## src/rtl/unstriping_4.sv

```systemverilog
// Byte-serial to lane-parallel unstriper: gathers 4 (or 2) consecutive bytes
// into one group and presents them with valid/ready handshaking downstream.

module unstripingLane (
  input  logic       clk_1,
  input  logic       reset,
  input  logic [7:0] dataIn,
  input  logic       hit,        // accepted byte targets this lane
  input  logic       load,       // group completes on this edge
  input  logic       inGroup,    // lane belongs to the completing group
  input  logic       isLast,     // lane is the group's final lane
  input  logic       transfer,
  output logic [7:0] dataOut,
  output logic       validOut
);
  logic [7:0] stage;

  always_ff @(posedge clk_1 or negedge reset) begin
    if (!reset) begin
      stage    <= '0;
      dataOut  <= '0;
      validOut <= 1'b0;
    end else begin
      if (hit) stage <= dataIn;
      if (load) begin
        validOut <= inGroup;
        // last lane bypasses staging so the group loads on the final byte's edge
        dataOut  <= !inGroup ? 8'h00 : (isLast ? dataIn : stage);
      end else if (transfer) begin
        validOut <= 1'b0;
      end
    end
  end
endmodule

module unstriping_4 (
  input  logic       clk_1,
  input  logic       reset,
  input  logic [7:0] dataIn,
  input  logic       validIn,
  output logic       readyOut,
  input  logic       selector,
  output logic [7:0] dataOut0,
  output logic [7:0] dataOut1,
  output logic [7:0] dataOut2,
  output logic [7:0] dataOut3,
  output logic       validOut0,
  output logic       validOut1,
  output logic       validOut2,
  output logic       validOut3,
  input  logic       readyIn,
  output logic [7:0] groupCount
);
  localparam int NUM_LANES = 4;

  logic                      mode;     // 1 = 2-lane
  logic [1:0]                ptr;
  logic                      effMode;
  logic [1:0]                lastPtr;
  logic                      presented;
  logic                      accept;
  logic                      groupDone;
  logic                      transfer;
  logic [NUM_LANES-1:0][7:0] laneData;
  logic [NUM_LANES-1:0]      laneValid;

  // mode is sampled from selector only at the first byte of a group
  assign effMode   = (ptr == 2'd0) ? selector : mode;
  assign lastPtr   = effMode ? 2'd1 : 2'd3;
  assign presented = |laneValid;
  assign readyOut  = !presented || readyIn;
  assign accept    = validIn && readyOut;
  assign groupDone = accept && (ptr == lastPtr);
  assign transfer  = presented && readyIn;

  always_ff @(posedge clk_1 or negedge reset) begin
    if (!reset) begin
      mode       <= 1'b0;
      ptr        <= 2'd0;
      groupCount <= 8'h00;
    end else begin
      if (accept) begin
        if (ptr == 2'd0) mode <= selector;
        ptr <= groupDone ? 2'd0 : ptr + 2'd1;
      end
      if (transfer) groupCount <= groupCount + 8'h01;
    end
  end

  for (genvar i = 0; i < NUM_LANES; i++) begin : gLane
    unstripingLane uLane (
      .clk_1    (clk_1),
      .reset    (reset),
      .dataIn   (dataIn),
      .hit      (accept && (ptr == 2'(i))),
      .load     (groupDone),
      .inGroup  (2'(i) <= lastPtr),
      .isLast   (2'(i) == lastPtr),
      .transfer (transfer),
      .dataOut  (laneData[i]),
      .validOut (laneValid[i])
    );
  end

  assign dataOut0  = laneData[0];
  assign dataOut1  = laneData[1];
  assign dataOut2  = laneData[2];
  assign dataOut3  = laneData[3];
  assign validOut0 = laneValid[0];
  assign validOut1 = laneValid[1];
  assign validOut2 = laneValid[2];
  assign validOut3 = laneValid[3];
endmodule

```

## config.mk

```make
export PLATFORM = sky130hd
export DESIGN_NAME = unstriping_4
export DESIGN_NICKNAME = d
export VERILOG_FILES = /design/src/rtl/unstriping_4.sv
export SDC_FILE = /design/constraint.sdc
export NUM_CORES = 1
export LEC_CHECK = 0
export ABC_AREA = 1
export CORE_ASPECT_RATIO = 0.7
export CORE_MARGIN = 4
export CORE_UTILIZATION = 55
export DETAILED_ROUTE_END_ITERATION = 8
export PLACE_DENSITY = 0.9
export SYNTH_ARGS = -nofsm -noshare
export SYNTH_HDL_FRONTEND = slang
export SYNTH_SLANG_ARGS = --single-unit
export TNS_END_PERCENT = 100
```

## constraint.sdc

```tcl
create_clock -name clk_1 -period 3 [get_ports clk_1]
set_input_delay 0.6 -clock clk_1 [delete_from_list [all_inputs] [get_ports clk_1]]
set_output_delay 0.6 -clock clk_1 [all_outputs]
set_load 0.01 [all_outputs]
```

Word-level counts from Yosys, hierarchy flattened
Index checks and enable logic that the tools add are counted.

word-level totals
  flip-flop bits (word level) = 79
  input bits = 13

operators by class
  $add $sub $neg = 2
  order comparisons = 4
  eq/ne operators = 7
  muxes and demuxes = 16
  reduce and logical (&&, ||, !) cells = 13

operators with widths
  kind                                                number
  two-way mux 8 bit                                   8
  adder 8 x 1 -> 8 bit, second input constant         1
  logical AND 1 bit                                   7
  two-way mux 1 bit                                   6
  == test 2 bit, first input constant                 2
  == test 2 bit, second input constant                2
  <= comparator 1 x 2 -> 1 bit, first input constant  2
  <= comparator 2 bit, first input constant           2
  zero test 2 bit                                     2
  two-way mux 2 bit                                   2
  OR reduction 4 bit                                  1
  adder 2 x 1 -> 2 bit, second input constant         1
  == test 1 x 2 -> 1 bit, first input constant        1
  == test 2 x 1 -> 1 bit, second input constant       1
  == test 2 bit                                       1
  nonzero test 2 bit                                  1
  zero test 1 bit                                     1
  logical OR 1 bit                                    1

Logic depth before layout (Yosys ltp)
Gate-level depths: netlist of the first run.

  word-level depth = 6
  mapped depth = 11

Cells and area by module
A second synthesis of the first run with hierarchy kept.

unflattened totals
  cells, all modules = 478
  area total of the unflattened synthesis = 3,752.3 um^2

modules (own cells, without submodules)
  module          times used  cells an instance  area an instance (um^2)
  unstripingLane  4           97                 762.0
  unstriping_4    1           90                 704.4

Worst setup path after synthesis of the first run
Ideal clock, no wire load.

  path kind = register to register
  from = reg ptr[0]
  to = reg gLane[0].uLane.dataOut[0]
  library setup time = 0.117 ns
  arrival = 1.527 ns
  data required time = 2.883 ns
  setup slack = 1.357 ns
  stages on the path, launching flop included = 11
  path buffers = 1
  period minus slack after synthesis = 1.643 ns
  cell sequence = dfrtp_1 > inv_1 > ha_1 > nand2_1 > nand2_4 > nand2_4 > nand2_4 > nand2_4 > buf_6 > nand2_1 > nand2_1

between the ends
  longest elaborated chain between the ends = 6
  elaborated cells on any way between the ends = 9
  classes of those cells = 1 x order compare; 1 x eq/ne; 4 x mux; 3 x reduce/logical

RTL lines
  item                            RTL line  text
  start: declaration              57        logic [1:0] ptr;
  start signal: assignment        84        ptr <= groupDone ? 2'd0 : ptr + 2'd1;
  zero test 2 bit                 68        assign effMode = (ptr == 2'd0) ? selector : mode;
  two-way mux 1 bit               -
  two-way mux 2 bit               69        assign lastPtr = effMode ? 2'd1 : 2'd3;
  zero test 2 bit                 98        .isLast (2'(i) == lastPtr),
  two-way mux 8 bit (2 in a row)  28        dataOut <= !inGroup ? 8'h00 : (isLast ? dataIn : stage);
  end signal: assignment          28
  end: declaration                13        output logic [7:0] dataOut,

Parallel ways exist; a longest one is shown, timed or not.
A chain may end at the register's enable or synchronous reset.

Final worst setup path of the first run
  from = in readyIn
  to = out readyOut

between the ends
  longest elaborated chain between the ends = 1

RTL lines
  item                RTL line  text
  start: declaration  51        input logic readyIn,
  logical OR 1 bit    71        assign readyOut = !presented || readyIn;
  end: declaration    41        output logic readyOut,

No other way between the ends.

==> impl_metrics.py, run 1 <==
metrics = {
    "logic_synthesis": {
        "ys_types": 23,
        "yosysMostFrequentCell": "nand2_1",
        "synth_top_area_frac": 0.5772,
        "netlist_area_mm2": 0.002992,
        "synth_top_flop_cell": "dfrtp_1",
        "syn_inst": 338,
        "ys_ff_latch": 69,
        "synth_nets": 355,
        "asyncSetResetFlopFracSynth": 1.000,
        "avgSynthCellArea_um2": 8.851,
        "synth_edf_count": 0,
        "synth.largest_area_cell": "dfrtp_1",
        "synthTopCellsByCount": "152 x nand2_1, 69 x dfrtp_1, 22 x inv_1, 22 x nand3_1, 19 x o21ai_0",
        "ys_seq_area_frac": 0.5772,
        "ys_top_cells_by_area": "dfrtp_1 58%, nand2_1 19%, nand3_1 3.7%",
        "yosysWarnings": 0,
    },
    "floorplan": {
        "io_pins": 58,
        "core_area_mm2": 0.005258,
        "rows": 22,
        "start_util": 0.5690,
        "chipWidth_um": 96.15,
        "dieArea_mm2": 0.006702,
        "die_h_um": 69.71,
    },
    "placed_design": {
        "gp_congestion": 0.7500,
        "dp_cells": 458,
        "io_buffer_count": 57,
        "dp_slack_ns": 0.5598,
        "dpl.hpwl_um": 4709,
    },
    "global_route": {
        "grt_use_met3": 0.07809,
        "grt_use_met1": 0.2880,
        "grt_pass1_vias": 2535,
        "antenna_found_initial": 0,
        "grt_overflow": 0,
        "grt_pass1_wl_um": 11610,
        "track_usage": 0.2263,
        "grt_max_degree": 35,
        "top_usage_layer": "met2",
        "met2_usage": 0.3665,
    },
    "timing": {
        "relSlewSlack": 0.6995,
        "fin_ws_ns": 0.5661,
        "finalSetupTns_ns": 0,
        "finalSetupViolCount": 0,
        "worst_hold_slack_ns": 0.1607,
        "drv_slew": 0,
        "fin_skew_ns": 0.01240,
        "finalCritPeriodShare": 0.8113,
        "grt_setup_unrepaired": "false",
        "max_slew.worst_pin.slew_ns": 0.4496,
        "hold_viol_final": 0,
        "fmax_mhz": 410.9,
        "period_needed_ns": 2.434,
    },
    "detailed_routing": {
        "drt-initial-drc-count": 160,
        "post_drt_wl_per_cell_um": 14.05,
        "antenna_left": 0,
        "via_count": 2456,
        "drt_wl_total_um": 6661,
        "avgViaCountPerCell": 5.181,
        "drc": 0,
        "firstDrtPassIters": 4,
    },
    "worst_setup_path": {
        "worst_ep_required_time_ns": 2.40,
        "worstSetupPathType": "in -> out",
        "rr_startpoint": "ptr[0]",
        "worst_r2r_path_depth": 9,
        "crit_path_end_kind": "primary output",
        "cpLargestDelayFamily": "buffers and inverters",
        "critPathSlowestCell": "clkdlybuf4s50_1",
        "worstPathCellList": "clkdlybuf4s50_1 -> inv_2 -> o21ai_4 -> clkdlybuf4s50_1",
        "crit_path_start_kind": "primary input",
        "reg2reg_to": "gLane[0].uLane.dataOut[6]",
        "timing.critical_path.buf_inv": 3,
        "cpMostUsedCell": "clkdlybuf4s50_1",
        "critPathMaxStageDelay_ns": 0.56,
        "ff2ff_setup_slack_ns": 0.80,
        "critical_path_peak_fanout": 4,
        "cp.arrival_ns": 1.83,
    },
    "cts": {
        "cts_tree": "yes",
        "clockRootBuffer": "clkbuf_8",
        "clk_pin_slew_worst_paths_ns": 0.08,
        "clockBufferDepth": 2,
        "clk_latency_ns": 0.34,
        "htree_num_levels": 3,
        "ctsHoldBuffers": 0,
        "cts.sinks": 69,
        "cts_resized": 0,
        "cts_buffers": 9,
        "cts_setup_buffers": 0,
    },
    "finish": {
        "area_growth_pct": 28.44,
        "fin_cells": 474,
        "nets": 414,
        "antenna_cells": 0,
        "layout-drive-gt1-share": 0.08955,
    },
    "power": {
        "power.density_mw_per_mm2": 1060,
        "p_leak_uw": 0.001970,
        "vdd_drop_max_v": 0.0005374,
        "power.total_uw": 4073,
    },
    "run_status": {
        "status": "completed",
    },
    "worst_hold_path": {
        "hp-class": "in -> async",
    },
    "run": {
        "maxCapViolations": 0,
    },
}
[layout make-up]
cell class              instances  area (µm²)
multi-input cells             232        1085
clock inverters                 5       106.4
inverters                      25       95.09
clock buffers                  11       151.4
fillers                       392        1415
repair buffers                 60       588.1
well taps                      72       90.09
flip-flops and latches         69        1727
[placed cells by master (no fill, tap or decap), types with 2 or more instances in the layout]
cell,netlist,routed
o21ai_1,9,9
buf_4,3,3
inv_2,2,2
clkbuf_8,0,11
o21ai_0,19,19
inv_1,22,22
nand4_1,3,3
xnor2_1,2,2
xor2_1,2,2
nand2_4,5,5
nand2_2,5,5
bufinv_16,0,3
clkdlybuf4s50_1,0,56
nand3_1,22,22
nor2_1,5,5
ha_1,4,4
nand2_1,152,152
dfrtp_1,69,69
[state kept, by name, indices dropped and copies added, names as in the netlist]
name                  count
gLane.uLane.dataOut      32
gLane.uLane.stage        24
gLane.uLane.validOut      2
groupCount                8
mode                      1
ptr                       2
[logic make-up after synthesis]
| logic type | after synthesis | share of synthesized area |
|---|---|---|
| AND/OR/NAND/NOR | 194 | 0.2798 |
| flip-flops | 69 | 0.5772 |
| buffers and inverters | 37 | 0.06022 |
| AO/OA/AOI/OAI | 30 | 0.05437 |
| XOR/XNOR | 4 | 0.01171 |
| adder cells (fa/ha/maj) | 4 | 0.01673 |
[worst max path at each step]
| stage | start | endpoint | cells past startpoint |
|---|---|---|---|
| after floorplan | ptr[0] | gLane[0].uLane.dataOut[0] | 10 |
| after global placement | readyIn | readyOut | 4 |
| after detailed placement | readyIn | readyOut | 4 |
| after CTS | readyIn | readyOut | 4 |
| after global routing | readyIn | readyOut | 4 |
| final | readyIn | readyOut | 4 |
[power by group]
part	switching (µW)	internal, µW	total, µW
Sequential	250	1300	1550
Combinational	906	678	1580
Clock	343	599	941
Total	1500	2570	4070
[per-layer routing]
layer / part of all wire / vias to the layer above
li1: - / 1170
met1: 0.44 / 1202
met2: 0.49 / 76
met3: 0.055 / 8
met4: 0.010 / 0
met5: 0 / -
[worst reg2reg max path, delay by kind of cell (launching register included)]
| kind | cells | cell delay (ns) |
|---|---|---|
| buffers and inverters | 1 | 0.22 |
| adders and majority gates | 1 | 0.32 |
| DFF | 1 | 0.44 |
| and+or+nand+nor | 7 | 1.12 |
[stage by stage]
| step | cell area [µm²] | util |
|---|---|---|
| 2_1_floorplan | 2992 | - |
| 3_3_place_gp | 3585 | 0.6818 |
| 3_5_place_dp | 3585 | 0.6818 |
| 4_1_cts | 3842 | 0.7308 |
| 5_1_grt | 3842 | 0.7308 |
| 6_report | 3842 | 0.7308 |
Note: power is estimated with default switching activity, not from simulation.
==> run 2, diff against run 1 <==
--- a/config.mk
+++ b/config.mk
@@ -8,9 +8,9 @@
 export ABC_AREA = 1
 export CORE_ASPECT_RATIO = 0.7
 export CORE_MARGIN = 4
-export CORE_UTILIZATION = 55
+export CORE_UTILIZATION = 46
 export DETAILED_ROUTE_END_ITERATION = 8
-export PLACE_DENSITY = 0.9
+export PLACE_DENSITY = 0.81
 export SYNTH_ARGS = -nofsm -noshare
 export SYNTH_HDL_FRONTEND = slang
 export SYNTH_SLANG_ARGS = --single-unit
==> constraint.sdc (replaced) <==
create_clock -name clk_1 -period 2.2 [get_ports clk_1]
set_input_delay 0.44 -clock clk_1 [delete_from_list [all_inputs] [get_ports clk_1]]
set_output_delay 0.44 -clock clk_1 [all_outputs]
set_load 0.01 [all_outputs]
==> impl_metrics.py, run 2 (synthesis gave the netlist of run 1 again) <==
metrics = {
    "timing": {
        "fin_skew_ns": 0.01065,
        "grt_setup_unrepaired": "false",
        "finalSetupViolCount": 0,
        "fin_ws_ns": 0.1313,
        "relSlewSlack": 0.5652,
        "fmax_mhz": 483.4,
        "finalSetupTns_ns": 0,
        "period_needed_ns": 2.069,
        "drv_slew": 0,
        "max_slew.worst_pin.slew_ns": 0.6522,
        "worst_hold_slack_ns": 0.1212,
        "hold_viol_final": 0,
        "finalCritPeriodShare": 0.9403,
    },
    "power": {
        "power.density_mw_per_mm2": 1394,
        "clockPowerShare": 0.201,
        "pwr-share-comb": 0.405,
        "vdd_drop_max_v": 0.0005986,
        "p_int_uw": 3353,
        "p_leak_uw": 0.001969,
        "pwr-share-seq": 0.394,
        "p_switching_uw": 1997,
        "switching_share": 0.3733,
    },
    "cts": {
        "clk_latency_ns": 0.35,
        "cts_resized": 0,
        "cts_buffers": 9,
        "clockRootBuffer": "clkbuf_8",
        "htree_num_levels": 3,
        "clockBufferDepth": 2,
        "clk_pin_slew_worst_paths_ns": 0.07,
        "cts_tree": "yes",
        "cts_setup_buffers": 0,
        "ctsHoldBuffers": 0,
        "cts.sinks": 69,
    },
    "placed_design": {
        "dp_slack_ns": 0.1278,
        "gp_congestion": 0.8147,
        "dpl.hpwl_um": 4565,
        "io_buffer_count": 57,
        "dp_cells": 467,
    },
    "run": {
        "maxCapViolations": 0,
    },
    "finish": {
        "reg.largest.list": "gLane.uLane.dataOut: 32 flops, gLane.uLane.stage: 24 flops, groupCount: 8 flops",
        "final_common_cell": "nand2_1",
        "largest_register": "gLane.uLane.dataOut",
        "most-common-layout-cells": "152 x nand2_1, 69 x dfrtp_1, 56 x clkdlybuf4s50_1",
        "layout-drive-gt1-share": 0.09383,
        "fin_util": 0.6116,
        "nets": 417,
        "antenna_cells": 0,
        "area_growth_pct": 28.31,
        "fin_cells": 483,
        "largest_register_ffs": 32,
    },
    "worst_setup_path": {
        "timing.critical_path.buf_inv": 3,
        "critical_path_peak_fanout": 3,
        "cp.arrival_ns": 1.63,
        "worstPathCellList": "clkdlybuf4s50_1 -> inv_2 -> o21ai_4 -> clkdlybuf4s50_1",
        "critPathMaxStageDelay_ns": 0.56,
        "critPathSlowestCell": "clkdlybuf4s50_1",
        "crit_path_start_kind": "primary input",
        "worst_ep_required_time_ns": 1.76,
        "cpLargestDelayFamily": "buffers and inverters",
        "worstSetupPathType": "in -> out",
        "ff2ff_setup_slack_ns": 0.22,
        "crit_path_end_kind": "primary output",
        "cpMostUsedCell": "clkdlybuf4s50_1",
    },
    "global_route": {
        "grt_pass1_vias": 2327,
        "track_usage": 0.1808,
        "grt_overflow": 0,
        "grt_max_degree": 38,
        "grt_pass1_wl_um": 11030,
        "antenna_found_initial": 0,
    },
    "detailed_routing": {
        "drc": 0,
        "antenna_left": 0,
        "via_count": 2350,
        "avgViaCountPerCell": 4.865,
        "firstDrtPassIters": 4,
        "drt-initial-drc-count": 103,
        "drt_wl_total_um": 6453,
        "top_layer": "met4",
        "post_drt_wl_per_cell_um": 13.36,
        "dr_wl_met3_um": 359,
        "met2_length_um": 3099,
        "met1_length_um": 2902,
    },
    "floorplan": {
        "chipWidth_um": 104.4,
        "die_h_um": 75.47,
        "start_util": 0.4767,
        "dieArea_mm2": 0.007878,
        "io_pins": 58,
        "rows": 24,
        "core_area_mm2": 0.006276,
    },
    "worst_hold_path": {
        "hp-class": "in -> async",
    },
    "run_status": {
        "status": "completed",
    },
}
-- run 2: layout make-up --
class                   count  area [µm²]
well taps                  78       97.59
multi-input cells         232        1085
clock buffers              13       168.9
repair buffers             63       623.1
flip-flops and latches     69        1727
fillers                   540        2437
clock inverters             3       42.54
inverters                  25       95.09
-- run 2: final timing paths --
kind                                           startpoint  cells past startpoint                         to
worst max-delay path                              readyIn                      4                   readyOut
worst min-delay path                                reset                      1  gLane[3].uLane.dataOut[0]
worst max register to register                     ptr[0]                      8  gLane[3].uLane.dataOut[2]
worst min register to register  gLane[0].uLane.dataOut[4]                      2  gLane[0].uLane.dataOut[4]
max in group asynchronous                           reset                      2    gLane[1].uLane.stage[4]
min in group clk_1              gLane[0].uLane.dataOut[4]                      2  gLane[0].uLane.dataOut[4]
-- run 2: through the flow --
step | instance area [µm²] | power (µW)
finish | 3839 | 5350
global route | 3839 | 5756
CTS | 3839 | 5399
detailed placement | 3627 | 4305
global placement | 3627 | 4207
floorplan | 2992 | 3385
-- run 2: power by group through the flow --
stage	combinational, µW	sequential (µW)	clock [µW]
after floorplan	1200	2180	0
after global placement	2100	2100	0
after detailed placement	2180	2120	0
after CTS	2190	2110	1100
after global routing	2430	2170	1150
final	2170	2110	1080
-- run 2: worst reg2reg max path: stages (launching register included) --
cell and delay (ns):
dfrtp_1 0.42, inv_1 0.21, ha_1 0.30, nand2_1 0.12
nand2_4 0.16, nand2_4 0.10, nor2_4 0.37, nand2_1 0.14
nand2_1 0.09
-- run 2: per-layer routing --
layer,GRT usage,vias up
met5,0,-
met4,0.07375,0
met3,0.06774,11
met2,0.2954,56
met1,0.2227,1112
li1,-,1171
